<file path="config.mk">
export PLATFORM = sky130hd
export DESIGN_NAME = fifo_8to1_sync
export DESIGN_NICKNAME = d
export VERILOG_FILES = /design/src/rtl/fifo_8to1_sync_pkg.sv /design/src/rtl/fifo_8to1_mem.sv /design/src/rtl/fifo_8to1_sync.sv
export SDC_FILE = /design/constraint.sdc
export NUM_CORES = 1
export LEC_CHECK = 0
export CAP_MARGIN = 20
export CELL_PAD_IN_SITES_DETAIL_PLACEMENT = 1
export CELL_PAD_IN_SITES_GLOBAL_PLACEMENT = 1
export CORE_ASPECT_RATIO = 2
export CORE_UTILIZATION = 55
export CTS_CLUSTER_SIZE = 24
export DETAILED_ROUTE_END_ITERATION = 7
export PLACE_DENSITY = 0.92
export SETUP_SLACK_MARGIN = 0.05
export SYNTH_ARGS = -nofsm -noshare
export SYNTH_HDL_FRONTEND = slang
export SYNTH_SLANG_ARGS = --single-unit
</file>
<file path="constraint.sdc">
create_clock -name clk -period 6.3 [get_ports clk]
set_input_delay 1.26 -clock clk [delete_from_list [all_inputs] [get_ports clk]]
set_output_delay 1.26 -clock clk [all_outputs]
set_load 0.005 [all_outputs]
</file>
<file path="src/rtl/fifo_8to1_sync_pkg.sv">
// Shared sizing for the 8-bit-in / 1-bit-out serialising FIFO.
package fifo_8to1_sync_pkg;

   localparam int WR_WIDTH = 8;
   localparam int WR_DEPTH = 32;
   localparam int RD_DEPTH = WR_DEPTH * WR_WIDTH;
   localparam int WCNT_W   = 6;
   localparam int RCNT_W   = 9;
   localparam int ADDR_W   = 5;
   localparam int BIT_W    = 3;
   localparam int WPTR_W   = ADDR_W + 1;
   localparam int RPTR_W   = ADDR_W + BIT_W + 1;

endpackage

</file>
<file path="src/rtl/fifo_8to1_mem.sv">
// 32x8 storage with a byte write port and an MSB-first bit-select read port.
module fifo_8to1_mem
   import fifo_8to1_sync_pkg::*;
(
   input  logic                clk,
   input  logic                wr_en,
   input  logic [ADDR_W-1:0]   wr_addr,
   input  logic [WR_WIDTH-1:0] wr_data,
   input  logic [ADDR_W-1:0]   rd_byte,
   input  logic [BIT_W-1:0]    rd_bit,
   output logic                rd_data
);

   logic [WR_WIDTH-1:0] mem_q [WR_DEPTH];

   always_ff @(posedge clk) begin
      if (wr_en) begin
         mem_q[wr_addr] <= wr_data;
      end
   end

   // bit index 0 of a slot is the byte's MSB
   assign rd_data = mem_q[rd_byte][~rd_bit];

endmodule

</file>
<file path="src/rtl/fifo_8to1_sync.sv">
// Byte-in, bit-out synchronous FIFO (32 bytes / 256 bits), registered dout.
// Optional overflow/underflow pulse outputs when FIFO_ERR_FLAGS_EN is defined.
module fifo_8to1_sync
   import fifo_8to1_sync_pkg::*;
(
   input  logic                clk,
   input  logic                rst,
   input  logic [WR_WIDTH-1:0] din,
   input  logic                wr_en,
   input  logic                rd_en,
   output logic                dout,
   output logic                full,
   output logic                empty,
   output logic [RCNT_W-1:0]   rd_data_count,
`ifdef FIFO_ERR_FLAGS_EN
   output logic [WCNT_W-1:0]   wr_data_count,
   output logic                overflow,
   output logic                underflow
`else
   output logic [WCNT_W-1:0]   wr_data_count
`endif
);

   logic [WPTR_W-1:0] wr_ptr_q, wr_ptr_d;
   logic [RPTR_W-1:0] rd_ptr_q, rd_ptr_d;
   logic              dout_q, dout_d;
   logic [RCNT_W-1:0] bitcnt;
   logic              wr_acc, rd_acc;
   logic              mem_bit;

   // Both pointers count in bits once the write pointer is scaled by 8; the
   // wrap bits make the modular difference span the full 0..256 range.
   assign bitcnt        = {wr_ptr_q, 3'b000} - rd_ptr_q;
   assign rd_data_count = bitcnt;
   assign wr_data_count = bitcnt[RCNT_W-1:BIT_W] + {{(WCNT_W-1){1'b0}}, |bitcnt[BIT_W-1:0]};
   assign full          = (wr_data_count == WCNT_W'(WR_DEPTH));
   assign empty         = (bitcnt == '0);
   assign dout          = dout_q;

   assign wr_acc = wr_en & ~full;
   assign rd_acc = rd_en & ~empty;

   fifo_8to1_mem u_mem (
      .clk     (clk),
      .wr_en   (wr_acc),
      .wr_addr (wr_ptr_q[ADDR_W-1:0]),
      .wr_data (din),
      .rd_byte (rd_ptr_q[ADDR_W+BIT_W-1:BIT_W]),
      .rd_bit  (rd_ptr_q[BIT_W-1:0]),
      .rd_data (mem_bit)
   );

   always_comb begin
      wr_ptr_d = wr_ptr_q;
      rd_ptr_d = rd_ptr_q;
      dout_d   = dout_q;
      if (wr_acc) begin
         wr_ptr_d = wr_ptr_q + 1'b1;
      end
      if (rd_acc) begin
         rd_ptr_d = rd_ptr_q + 1'b1;
         dout_d   = mem_bit;
      end
   end

   always_ff @(posedge clk) begin
      if (rst) begin
         wr_ptr_q <= '0;
         rd_ptr_q <= '0;
         dout_q   <= 1'b0;
      end else begin
         wr_ptr_q <= wr_ptr_d;
         rd_ptr_q <= rd_ptr_d;
         dout_q   <= dout_d;
      end
   end

`ifdef FIFO_ERR_FLAGS_EN
   logic overflow_q, overflow_d;
   logic underflow_q, underflow_d;

   always_comb begin
      overflow_d  = wr_en & full;
      underflow_d = rd_en & empty;
   end

   always_ff @(posedge clk) begin
      if (rst) begin
         overflow_q  <= 1'b0;
         underflow_q <= 1'b0;
      end else begin
         overflow_q  <= overflow_d;
         underflow_q <= underflow_d;
      end
   end

   assign overflow  = overflow_q;
   assign underflow = underflow_q;
`endif

endmodule

</file>
# Yosys cells after proc, flatten, opt, wreduce, memory -nomap -nowiden

Memory sizes are Yosys's and may differ from the RTL's. A register that Yosys moved wholly into a read port is not among the register bits.
Cells that the tools add are included.

Register bits after elaboration: 16
Bits in writable memories: 256
Output and inout port bits: 18
Memories: 1

$add $sub $neg: 4
Order comparisons: 1
Equality and inequality tests: 1
Mux-type cells: 6
Bitwise gates (word level): 5
Reduce and logical (&&, ||, !) cells: 2

Memories:

| memory      | words | width | read ports | clocked after memory_dff | write ports | RTL line            | RTL |
|---|---|---|---|---|---|---|---|
| u_mem.mem_q | 32    | 8     | 1          | 1                        | 1           | fifo_8to1_mem.sv:14 | `logic [WR_WIDTH-1:0] mem_q [WR_DEPTH];` |

Operators by type and width:

| cell                | number |
|---|---|
| $mux 5              | 2 |
| $add 9x1->9 const B | 1 |
| $logic_not 9->1     | 1 |
| $sub 9x9->9         | 1 |
| $add 6x1->6         | 1 |
| $add 6x1->6 const B | 1 |
| $eq 6x6->1 const B  | 1 |
| $lt 3x4->1 const B  | 1 |
| $bmux 1 s3          | 1 |
| $mux 1              | 3 |
| $not 3->3           | 1 |
| $reduce_or 3->1     | 1 |
| $and 1x1->1         | 2 |
| $not 1->1           | 2 |

# Logic depth before layout (Yosys ltp)

Depth after elaboration: 8
Mapped depth: 13
Mapped depth without buffers: 11

# Hierarchy

From an unflattened synthesis, not the netlist that was laid out.

Cells, all modules: 654
Area total of the unflattened synthesis: 11379.7 µm²

By module, submodules not included:

| module         | instances | cells each | area each (µm²) | sequential area each (µm²) |
|---|---|---|---|---|
| fifo_8to1_mem  | 1         | 500        | 10118.5         | 7687.4 |
| fifo_8to1_sync | 1         | 154        | 1261.2          | 320.3 |

# Worst setup path after synthesis

Ideal clock, no wire load.

Kind: reg-to-output
Start: register rd_ptr_q[0]
End: output port full
Arrival time: 2.453 ns
Setup slack: 2.587 ns
Cell stages (with the launch flop): 11
Path through: dfxtp_1 buf_2 inv_1 ha_1 and4b_1 a211oi_2 ha_1 nand3_1 or4_1 o211ai_4 and2_1

Elaborated cells between the ends (all ways): 4

RTL lines:

| what                     | RTL line             | RTL |
|---|---|---|
| start: declaration       | fifo_8to1_sync.sv:25 | `logic [RPTR_W-1:0] rd_ptr_q, rd_ptr_d;` |
| start signal: assignment | fifo_8to1_sync.sv:73 | `rd_ptr_q <= rd_ptr_d;` |
| $sub 9x9->9              | fifo_8to1_sync.sv:33 | `assign bitcnt = {wr_ptr_q, 3'b000} - rd_ptr_q;` |
| net rd_data_count[4]     | fifo_8to1_sync.sv:14 | `output logic [RCNT_W-1:0] rd_data_count,` |
| $add 6x1->6              | fifo_8to1_sync.sv:35 | `assign wr_data_count = bitcnt[RCNT_W-1:BIT_W] + {{(WCNT_W-1){1'b0}}, \|bitcnt[BIT_W-1:0]};` |
| $eq 6x6->1               | fifo_8to1_sync.sv:36 | `assign full = (wr_data_count == WCNT_W'(WR_DEPTH));` |
| end: declaration         | fifo_8to1_sync.sv:12 | `output logic full,` |

The timed path passes the listed nets, and every way through them passes these cells.

# Worst setup path after layout

Start: register rd_ptr_q[1]
End: output port full

Word-level cells in the longest chain between the ends: 4

RTL lines:

| what            | RTL line |
|---|---|
| $sub 9x9->9 *   | fifo_8to1_sync.sv:33 |
| $reduce_or 3->1 | fifo_8to1_sync.sv:35 |
| $add 6x1->6 *   | fifo_8to1_sync.sv:35 |
| $eq 6x6->1 *    | fifo_8to1_sync.sv:36 |

Mark *: on every way between the ends. The rest lies on a longest branch, timed or not.

==> results.py <==
metrics = {
    "clock_network": {
        "root_buffer": "clkbuf_16",
        "cts_resized": 0,
        "postCtsSetupBuffers": 0,
        "cts-buffers-inserted": 23,
        "ctsHtreeMaxLevel": 1,
        "postCtsHoldBufs": 0,
        "cts_tree": "yes",
        "cts.sinks": 277,
        "clk_pin_slew_ns": 0.07,
        "insertion_delay_ns": 0.54,
        "clock_path_buffers": 3,
    },
    "timing": {
        "slew_headroom": 0.3796,
        "finalHoldViolations": 0,
        "slew_violations": 0,
        "tns_ns": 0,
        "worst_pin_slew_ns": 0.9294,
        "fmax_ghz": 0.1820,
        "rsz0062_at_grt": "false",
        "finalCriticalPeriod_ns": 5.493,
        "finClkSkew_ns": 0.01458,
        "setup_viol_count_final": 0,
        "fin_crit_sh": 0.8719,
    },
    "critical_path": {
        "worstSetupEndpointType": "output pin",
        "crit_path_max_incr_delay_ns": 0.68,
        "crit_chain": "inv_1 -> ha_1 -> and4b_1 -> a211oi_2 -> ha_1 -> nand3_1 -> or4_1 -> o211ai_4 -> and2_1 -> clkdlybuf4s50_1",
        "cp.arrival_ns": 4.23,
        "r2r_slack_ns": 2.19,
        "cp_data_required_time_ns": 5.04,
        "path_class": "reg -> out",
        "cpMostUsedCell": "ha_1",
        "worstPathMaxFanout": 13,
        "start_kind": "flop",
        "slowest_stage": "dfxtp_1",
    },
    "route": {
        "totalWireLength_microns": 31890,
        "ant_nets": 0,
        "firstDrtPassIters": 5,
        "drt-wirelength-per-cell_microns": 31.86,
        "vias": 6663,
        "drc_errors": 0,
        "vias_per_cell": 6.656,
        "drt_first_iter_violations": 592,
    },
    "synthesis": {
        "postSynth.asyncResetShare": 0,
        "synth.distinct_cells": 71,
        "ys_seq_area_frac": 0.6899,
        "synth.top_cell.area_share": 0.6542,
        "synth_edf_count": 256,
        "post-synth-top-area-cell": "edfxtp_1",
        "yosys_warnings": 0,
        "synth_seq_cells": 277,
        "synthFlopType": "edfxtp_1",
        "synth.avg_cell_area_sq_um": 17.16,
        "netlist_area_sq_um": 11750,
        "syn_inst": 685,
        "syn_nets": 711,
        "synth_area_leaders": "edfxtp_1, mux4_2, dfxtp_1, mux2i_1, and3_1",
    },
    "placed_design": {
        "gp_congestion": 0.8886,
        "dp_hpwl_microns": 21480,
        "io_buffers": 29,
    },
    "die": {
        "die_w_microns": 105.4,
        "std_cell_rows": 75,
        "core_sq_um": 20930,
        "die-area_sq_um": 21990,
        "die_y_microns": 208.7,
        "initial_utilization": 0.5616,
        "boundaryPins": 30,
    },
    "global_routing": {
        "gr-total-overflow": 0,
        "antenna_found_initial": 0,
        "grt_pass1_vias": 7165,
        "grt_pass1_wl_microns": 46590,
        "grt_start_max_net_pins": 53,
        "grt_usage": 0.2994,
    },
    "job": {
        "cap_violations": 0,
    },
    "cells_and_area": {
        "syn_to_final_growth_pct": 12.57,
        "layout-drive-gt1-share": 0.1721,
        "nFillCells": 1786,
        "diodes": 0,
        "fin_util": 0.6322,
        "nets": 741,
    },
    "pwr": {
        "power_density_nw_per_um2": 302.6,
        "ir_drop_mv": 0.3010,
        "p_leak_nw": 4.270,
    },
    "worst_hold_path": {
        "holdCritPathClass": "reg -> reg",
    },
    "run_status": {
        "outcome": "complete, no violations",
    },
}
## flip-flops by register name, indices dropped and copies added (netlist names), named ones only
signal / count
u_mem.mem_q: 256
rd_ptr_q: 9
wr_ptr_q: 6
dout: 1
## kinds of logic (layout without fill, tap and decap cells)
| kind of cell | after synthesis | in the layout | share of synthesized area |
|---|---|---|---|
| mux | 98 | 98 | 0.1368 |
| xor+xnor | 10 | 10 | 0.008093 |
| buf+inv | 54 | 101 | 0.02193 |
| simple gates | 156 | 156 | 0.07581 |
| compound gates | 76 | 76 | 0.05249 |
| fa+ha+maj | 14 | 14 | 0.01491 |
| flops | 277 | 277 | 0.6899 |
## path summary, 6_finish.rpt
check	end	cells after the start	start
worst min-delay path	flop	2	rd_ptr_q[5]
worst max register to register	u_mem.mem_q[21][4]	9	rd_ptr_q[1]
worst min register to register	flop	2	rd_ptr_q[5]
worst max-delay path	full	10	rd_ptr_q[1]
## cell usage in the layout (no fill, tap or decap), types with 5 or more instances in the layout
cell and instances:
ha_1 14, nand2_1 25, and2_1 10, nand4_1 12, xnor2_1 6, nor2_1 27
nor2b_1 7, mux2_2 13, mux4_2 48, clkdlybuf4s50_1 29, bufinv_16 5, mux2_1 5
nand3_1 9, a21oi_1 12, o221ai_1 5, edfxtp_1 256, clkbuf_16 24, o22ai_1 6
inv_1 16, dfxtp_1 19, a22oi_1 9, and3_1 30, mux2i_1 31, or4_1 6
nor3_1 6
## final cells by class
type | instances | area [sq um] | share of cell area
Sequential cell | 277 | 8113 | 0.6133
Multi-Input combinational cell | 354 | 3391 | 0.2563
Clock buffer | 26 | 586.8 | 0.04436
Timing Repair Buffer | 41 | 513.0 | 0.03878
Tap cell | 269 | 336.6 | 0.02544
Clock inverter | 16 | 221.5 | 0.01674
Inverter | 18 | 67.56 | 0.005107
## power by group
group | total, W | leakage [nW] | switching (W) | internal (W)
Sequential | 0.00204 | 2.48 | 0.0000168 | 0.00203
Combinational | 0.000417 | 1.41 | 0.000243 | 0.000175
Clock | 0.00154 | 0.386 | 0.000659 | 0.000883
## metrics by stage
stage                     hold WS (ns)  setup WS (ns)  power, W  area, sq um  std cells
after floorplan                 0.4649          2.587  0.002285        11750        685
after global placement          0.4794          1.599  0.002468        12240        951
after detailed placement        0.5021          1.451  0.002489        12240        951
after CTS                       0.5131         0.8486  0.004006        13050        993
after global routing            0.5517         0.6657  0.004089        13230       1001
final                           0.5131         0.8070  0.004003        13230       1001
## routing by layer
metal | GRT usage | vias up | wire length (microns)
met5 | 0 | - | 0
met4 | 0.2016 | 0 | 2425
met3 | 0.04055 | 104 | 1574
met2 | 0.5424 | 314 | 17380
met1 | 0.3195 | 3432 | 10510
li1 | - | 2813 | -
## synth_stat cells, types with 8 or more instances
| cell type | number |
|---|---|
| a22oi_1 | 9 |
| inv_1 | 16 |
| nand4_1 | 12 |
| clkbuf_1 | 16 |
| nor2_1 | 27 |
| a21oi_1 | 12 |
| mux2i_1 | 31 |
| buf_2 | 8 |
| ha_1 | 14 |
| nand2_1 | 25 |
| mux2_2 | 13 |
| mux4_2 | 48 |
| and2_1 | 10 |
| nand3_1 | 9 |
| and3_1 | 30 |
| dfxtp_1 | 21 |
| edfxtp_1 | 256 |
| buf_4 | 10 |
## critical path: cells and delay by family, from the launching register on
kind            cells  cell delay [ns]
simple gates        4             1.09
buf+inv             2             0.74
flops               1             0.68
fa+ha+maj           2             0.64
compound gates      2             0.53
Note: power is estimated with default switching activity, not from simulation.
